**src/rtl/spi_master_slave_if.sv**
```systemverilog
// spi_if: SPI wire bundle shared by master and slave on the system clock
interface spi_if (
    input logic clk
);
    logic sclk;
    logic mosi;
    logic cs_n;
    logic miso;
    modport master (input clk, input miso, output sclk, output mosi, output cs_n);
    modport slave (input clk, input sclk, input mosi, input cs_n, output miso);
endinterface

```
**src/rtl/spi_master_slave.sv**
```systemverilog
// spi_master_slave: single-clock 8-bit SPI mode 0 master/slave pair
// SPI_LSB_FIRST_EN selects LSB-first shifting on both sides
module spi_master #(
    parameter int CLK_DIV = 4
) (
    input  logic       clk,
    input  logic       rst,
    input  logic       start,
    input  logic [7:0] data_in,
    output logic       done,
    output logic [7:0] data_out,
    spi_if.master      spi
);
    localparam int DW = $clog2(CLK_DIV);
    typedef enum logic [1:0] {IDLE, XFER, DONE} state_t;
    state_t        state;
    logic [7:0]    tx;
    logic [7:0]    rx;
    logic [2:0]    cnt;
    logic [DW-1:0] div;
    always_ff @(posedge clk) begin
        if (rst) begin
            state    <= IDLE;
            spi.sclk <= 1'b0;
            spi.cs_n <= 1'b1;
            spi.mosi <= 1'b0;
            done     <= 1'b0;
            data_out <= 8'h00;
            tx       <= 8'h00;
            rx       <= 8'h00;
            cnt      <= 3'd0;
            div      <= '0;
        end else begin
            case (state)
                IDLE: if (start) begin
                    state    <= XFER;
                    tx       <= data_in;
                    cnt      <= 3'd0;
                    div      <= '0;
                    spi.cs_n <= 1'b0;
`ifdef SPI_LSB_FIRST_EN
                    spi.mosi <= data_in[0];
`else
                    spi.mosi <= data_in[7];
`endif
                end
                XFER: if (div == DW'(CLK_DIV - 1)) begin
                    div      <= '0;
                    spi.sclk <= ~spi.sclk;
                    if (!spi.sclk) begin
`ifdef SPI_LSB_FIRST_EN
                        rx <= {spi.miso, rx[7:1]};
`else
                        rx <= {rx[6:0], spi.miso};
`endif
                    end else begin
`ifdef SPI_LSB_FIRST_EN
                        tx       <= {1'b0, tx[7:1]};
                        spi.mosi <= tx[1];
`else
                        tx       <= {tx[6:0], 1'b0};
                        spi.mosi <= tx[6];
`endif
                        cnt <= cnt + 3'd1;
                        // eighth falling toggle ends the byte; sclk is already returning to 0
                        if (cnt == 3'd7) begin
                            state    <= DONE;
                            spi.cs_n <= 1'b1;
                            done     <= 1'b1;
                            data_out <= rx;
                        end
                    end
                end else begin
                    div <= div + 1'b1;
                end
                DONE: begin
                    state <= IDLE;
                    done  <= 1'b0;
                end
                default: state <= IDLE;
            endcase
        end
    end
endmodule

module spi_slave (
    input  logic       clk,
    input  logic       rst,
    spi_if.slave       spi,
    input  logic [7:0] slave_data,
    output logic [7:0] received_data
);
    logic [7:0] tx;
    logic [7:0] rx;
    logic       sclk_q;
    logic       cs_q;
`ifdef SPI_LSB_FIRST_EN
    assign spi.miso = tx[0];
`else
    assign spi.miso = tx[7];
`endif
    always_ff @(posedge clk) begin
        if (rst) begin
            tx            <= 8'h00;
            rx            <= 8'h00;
            received_data <= 8'h00;
            sclk_q        <= 1'b0;
            cs_q          <= 1'b1;
        end else begin
            sclk_q <= spi.sclk;
            cs_q   <= spi.cs_n;
            // edges are seen one cycle late; safe because sclk holds for at least 2 cycles
            if (spi.cs_n) begin
                tx <= slave_data;
            end else if (spi.sclk && !sclk_q) begin
`ifdef SPI_LSB_FIRST_EN
                rx <= {spi.mosi, rx[7:1]};
`else
                rx <= {rx[6:0], spi.mosi};
`endif
            end else if (!spi.sclk && sclk_q) begin
`ifdef SPI_LSB_FIRST_EN
                tx <= {1'b0, tx[7:1]};
`else
                tx <= {tx[6:0], 1'b0};
`endif
            end
            if (spi.cs_n && !cs_q) received_data <= rx;
        end
    end
endmodule

module spi_master_slave #(
    parameter int CLK_DIV = 4
) (
    input  logic       clk,
    input  logic       rst,
    input  logic       start,
    input  logic [7:0] data_in,
    input  logic [7:0] slave_data,
    output logic       done,
    output logic [7:0] data_out,
    output logic [7:0] received_data,
    output logic       sclk,
    output logic       cs_n,
    output logic       mosi,
    output logic       miso
);
    spi_if spi (clk);
    spi_master #(.CLK_DIV(CLK_DIV)) u_master (
        .clk(clk), .rst(rst), .start(start), .data_in(data_in),
        .done(done), .data_out(data_out), .spi(spi)
    );
    spi_slave u_slave (
        .clk(clk), .rst(rst), .spi(spi),
        .slave_data(slave_data), .received_data(received_data)
    );
    assign sclk = spi.sclk;
    assign cs_n = spi.cs_n;
    assign mosi = spi.mosi;
    assign miso = spi.miso;
endmodule

```
**config.mk**
```make
export PLATFORM = sky130hd
export DESIGN_NAME = spi_master_slave
export DESIGN_NICKNAME = d
export VERILOG_FILES = /design/src/rtl/spi_master_slave_if.sv /design/src/rtl/spi_master_slave.sv
export SDC_FILE = /design/constraint.sdc
export NUM_CORES = 1
export LEC_CHECK = 0
export CORE_AREA = 8 8 87 89
export DETAILED_ROUTE_END_ITERATION = 10
export DIE_AREA = 0 0 95 97
export HOLD_SLACK_MARGIN = 0.08
export PLACE_DENSITY = 0.69
export SETUP_SLACK_MARGIN = 0.5
export SLEW_MARGIN = 20
export SYNTH_ARGS = -nofsm -noshare
export SYNTH_HDL_FRONTEND = slang
export SYNTH_SLANG_ARGS = --single-unit
```
**constraint.sdc**
```tcl
create_clock -name clk -period 3.6 [get_ports clk]
set_input_delay 0.72 -clock clk [delete_from_list [all_inputs] [get_ports clk]]
set_output_delay 0.72 -clock clk [all_outputs]
set_load 0.05 [all_outputs]
```
==> summary.md <==
| Metric | Value |
|---|---|
| Outcome | complete, no violations |
| Root buffer cell | clkbuf_8 |
| Longest Clk Path Bufs | 2 |
| Peak VDD IR | 0.000241 V |
| Vias post-DR | 1,856 |
| Initial antenna violation count | 0 |
| DP Cell Count | 355 |
| Final setup violation count | 0 |
| Critical path class | flop to output pin |
| Mapped Cells | 256 |
| Area after DPL | 0.00294 mm2 |
| Bufs and invs on worst path | 1 |
| CP delay by family, top | buffers and inverters |
| DR DRC count | 0 |
| Crit path launch | u_master.spi.sclk$_SDFFE_PP0P_ |
| HP Start | u_master.rx[7]$_SDFFE_PP0P_ |
| Clk_skew | 0.00726 ns |
| Die area | 0.00922 mm2 |
| Fin. Hold Viols | 0 |
| IO Pins | 40 |
| Synth area leaders | dfxtp_1, mux2i_1, nand2b_1 |
| Post-DP HPWL | 3270 um |
| Yosys cell types | 37 |
| RSZ-0062 raised after global routing | false |
| Crit path required time | 2.88 ns |
| Synth Warn # | 0 |
| PostCTS Resize Cnt | 0 |
| Layout cells sized above 1 | 11.9% |
| Multi-input gate area in the final layout | 0.00123 mm2 |
| Synth top cells by count | dfxtp_1, mux2i_1, nand2_1, nor2_1, nand2b_1 |
| CP max stage delay | 0.88 ns |
| Startpoint Class | flop |
| Routed Antenna Nets | 0 |
| Worst setup EP type | output pin |
| Antenna Cells | 0 |
| Cell row count | 29 |
| Fin nets | 311 |
| Grt ovf | 0 |
| Design area | 0.00314 mm2 |
| Final setup margin | 1.13 ns |
| Min Hold Slack | 0.466 ns |
| Power, Total | 1.43 mW |
| Hold crit path type | flop to flop |
| Clk sinks | 60 |
| First-pass GRT wire length | 8450 um |
| CTS tree | done |
| Seq/Total Area, Yosys | 47.3% |
| Drt total wl | 4960 um |
| Max cap viols | 0 |
| Crit path max-delay cell type | clkdlybuf4s50_1 |
| CTS Hold Bufs | 0 |
| Total number of H-tree levels | 3 |
| Layout area overhead | 23.5% |
| PwrDens | 455 mW/mm2 |
| Crit-path max FO | 10 |
| Finished Layout Cells | 371 |
| Vias in the first global route | 1,778 |
| Core Area | 0.00620 mm2 |
| Die width | 95 um |
| TNS Setup | 0 ns |
| Finished Core Util | 50.6% |
| GRT Total Usage | 11.5% |
| Fill count | 569 |
| Worst EP arrival | 1.75 ns |
| Port Buffers | 39 |
| Largest net degree at the start of global routing | 59 |
| Synth Area per Inst | 9.93 um2 |
| Num CTS Buffers | 9 |
| Critical R2R Launch | u_master.state[0]$_SDFFE_PP0P_ |
| Synth area leader | dfxtp_1 |
| Post-CTS Setup Bufs | 0 |
| Main synth FF type | dfxtp_1 |
| Sequential cell area | 0.00120 mm2 |
| Tcrit/Tclk final | 68.5% |
| Yosys top cell area share | 47.3% |
| Worst skew pair latency | 0.33 ns |
| Initial DRC Count | 160 |
| Die H | 97 um |
| Lkg Pwr | 1.18 nW |
| Detailed-router iteration count before antenna repair | 4 |
| R2R Setup Slk | 1.84 ns |
| Post-Syn Nets | 278 |
| Initial core utilization | 41.0% |
| Routed wire per std cell | 13.4 um |
| Least-Margin Pin Slew | 1.01 ns |
| Number of flops mapped to enable cells by yosys | 0 |
| Pins Over Slew Limit | 0 |
| Most frequent cell after synthesis | dfxtp_1 |
| FFs w/ async S/R, synth | 0% |
| Post-layout min period | 2.47 ns |
| Crit path cell chain | clkdlybuf4s50_1 |
| Syn Std Cell Area | 0.00254 mm2 |
| Pre-CTS WS | 1.44 ns |
| Clk slew on worst S/H paths | 0.07 ns |
| Post-synthesis register bit count | 60 |
| Slew headroom | 32.4% |
| Drt via density | 5.00 |
| Routability cong. | 0.708 |
| Max frequency | 405 MHz |
-- per-layer routing --
layer,track usage [%],vias up,share of wire (%)
met5,0,-,0
met4,6.13,0,1.7
met3,4.87,4,6.6
met2,16.5,36,46
met1,14.1,864,46
li1,-,952,-
-- layout make-up --
class	instances	share of cell area [%]
clock buffers	12	4.94
clock inverters	4	1.51
inverters	1	0.120
multi-input cells	176	39.3
flip-flops and latches	60	38.3
well taps	77	3.07
repair buffers	41	12.8
-- power breakdown --
part | leakage [nW] | internal [mW] | switching (mW)
registers | 0.488 | 0.683 | 0.0162
logic | 0.588 | 0.0590 | 0.0578
clock network | 0.102 | 0.355 | 0.255
total | 1.18 | 1.10 | 0.329
-- placed cells by master, fill, tap and decap left out, types with 2 or more instances in the layout --
| cell type | synthesis | layout |
|---|---|---|
| nor2_1 | 21 | 21 |
| ha_1 | 3 | 3 |
| clkbuf_8 | 0 | 11 |
| nand2_1 | 21 | 21 |
| o21ai_0 | 2 | 2 |
| nor2b_1 | 2 | 2 |
| a211oi_1 | 7 | 7 |
| clkinv_2 | 0 | 2 |
| buf_4 | 1 | 2 |
| nand3_1 | 3 | 3 |
| nand2b_1 | 20 | 20 |
| a21oi_1 | 14 | 14 |
| a22oi_1 | 2 | 2 |
| a211oi_2 | 7 | 7 |
| or3b_1 | 2 | 2 |
| clkdlybuf4s50_1 | 0 | 38 |
| nand3b_1 | 2 | 2 |
| mux2i_1 | 38 | 38 |
| or2_2 | 2 | 2 |
| dfxtp_1 | 60 | 60 |
| nor3_1 | 15 | 15 |
| nor3b_2 | 2 | 2 |
-- flip-flops by register name, summed over array words and instances (netlist names) --
signal,flops
u_slave.sclk_q,1
u_master.done,1
u_master.cnt,3
u_master.spi.sclk,1
u_slave.tx,8
u_master.div,2
u_slave.rx,8
u_master.spi.mosi,1
u_master.data_out,8
u_slave.cs_q,1
u_master.spi.cs_n,1
u_master.tx,7
u_master.state,2
u_slave.received_data,8
u_master.rx,8
-- worst paths after layout --
kind                                       endpoint  cells past startpoint
setup / recovery                               sclk                      1
hold / removal          u_master.rx[7]$_SDFFE_PP0P_                      2
setup reg to reg  u_master.data_out[0]$_SDFFE_PP0P_                      3
hold reg to reg         u_master.rx[7]$_SDFFE_PP0P_                      2
-- kinds of logic (layout without fill, tap and decap cells) --
family	count (synthesis)	after routing	share of synthesized area, %
adder cells (fa/ha/maj)	3	3	1.48
AO/OA/AOI/OAI	35	35	10.2
flip-flops	60	60	47.3
multiplexers	39	39	15.6
buffers and inverters	20	58	4.14
AND/OR/NAND/NOR	99	99	21.3
Power figures use the tool's default switching activity.
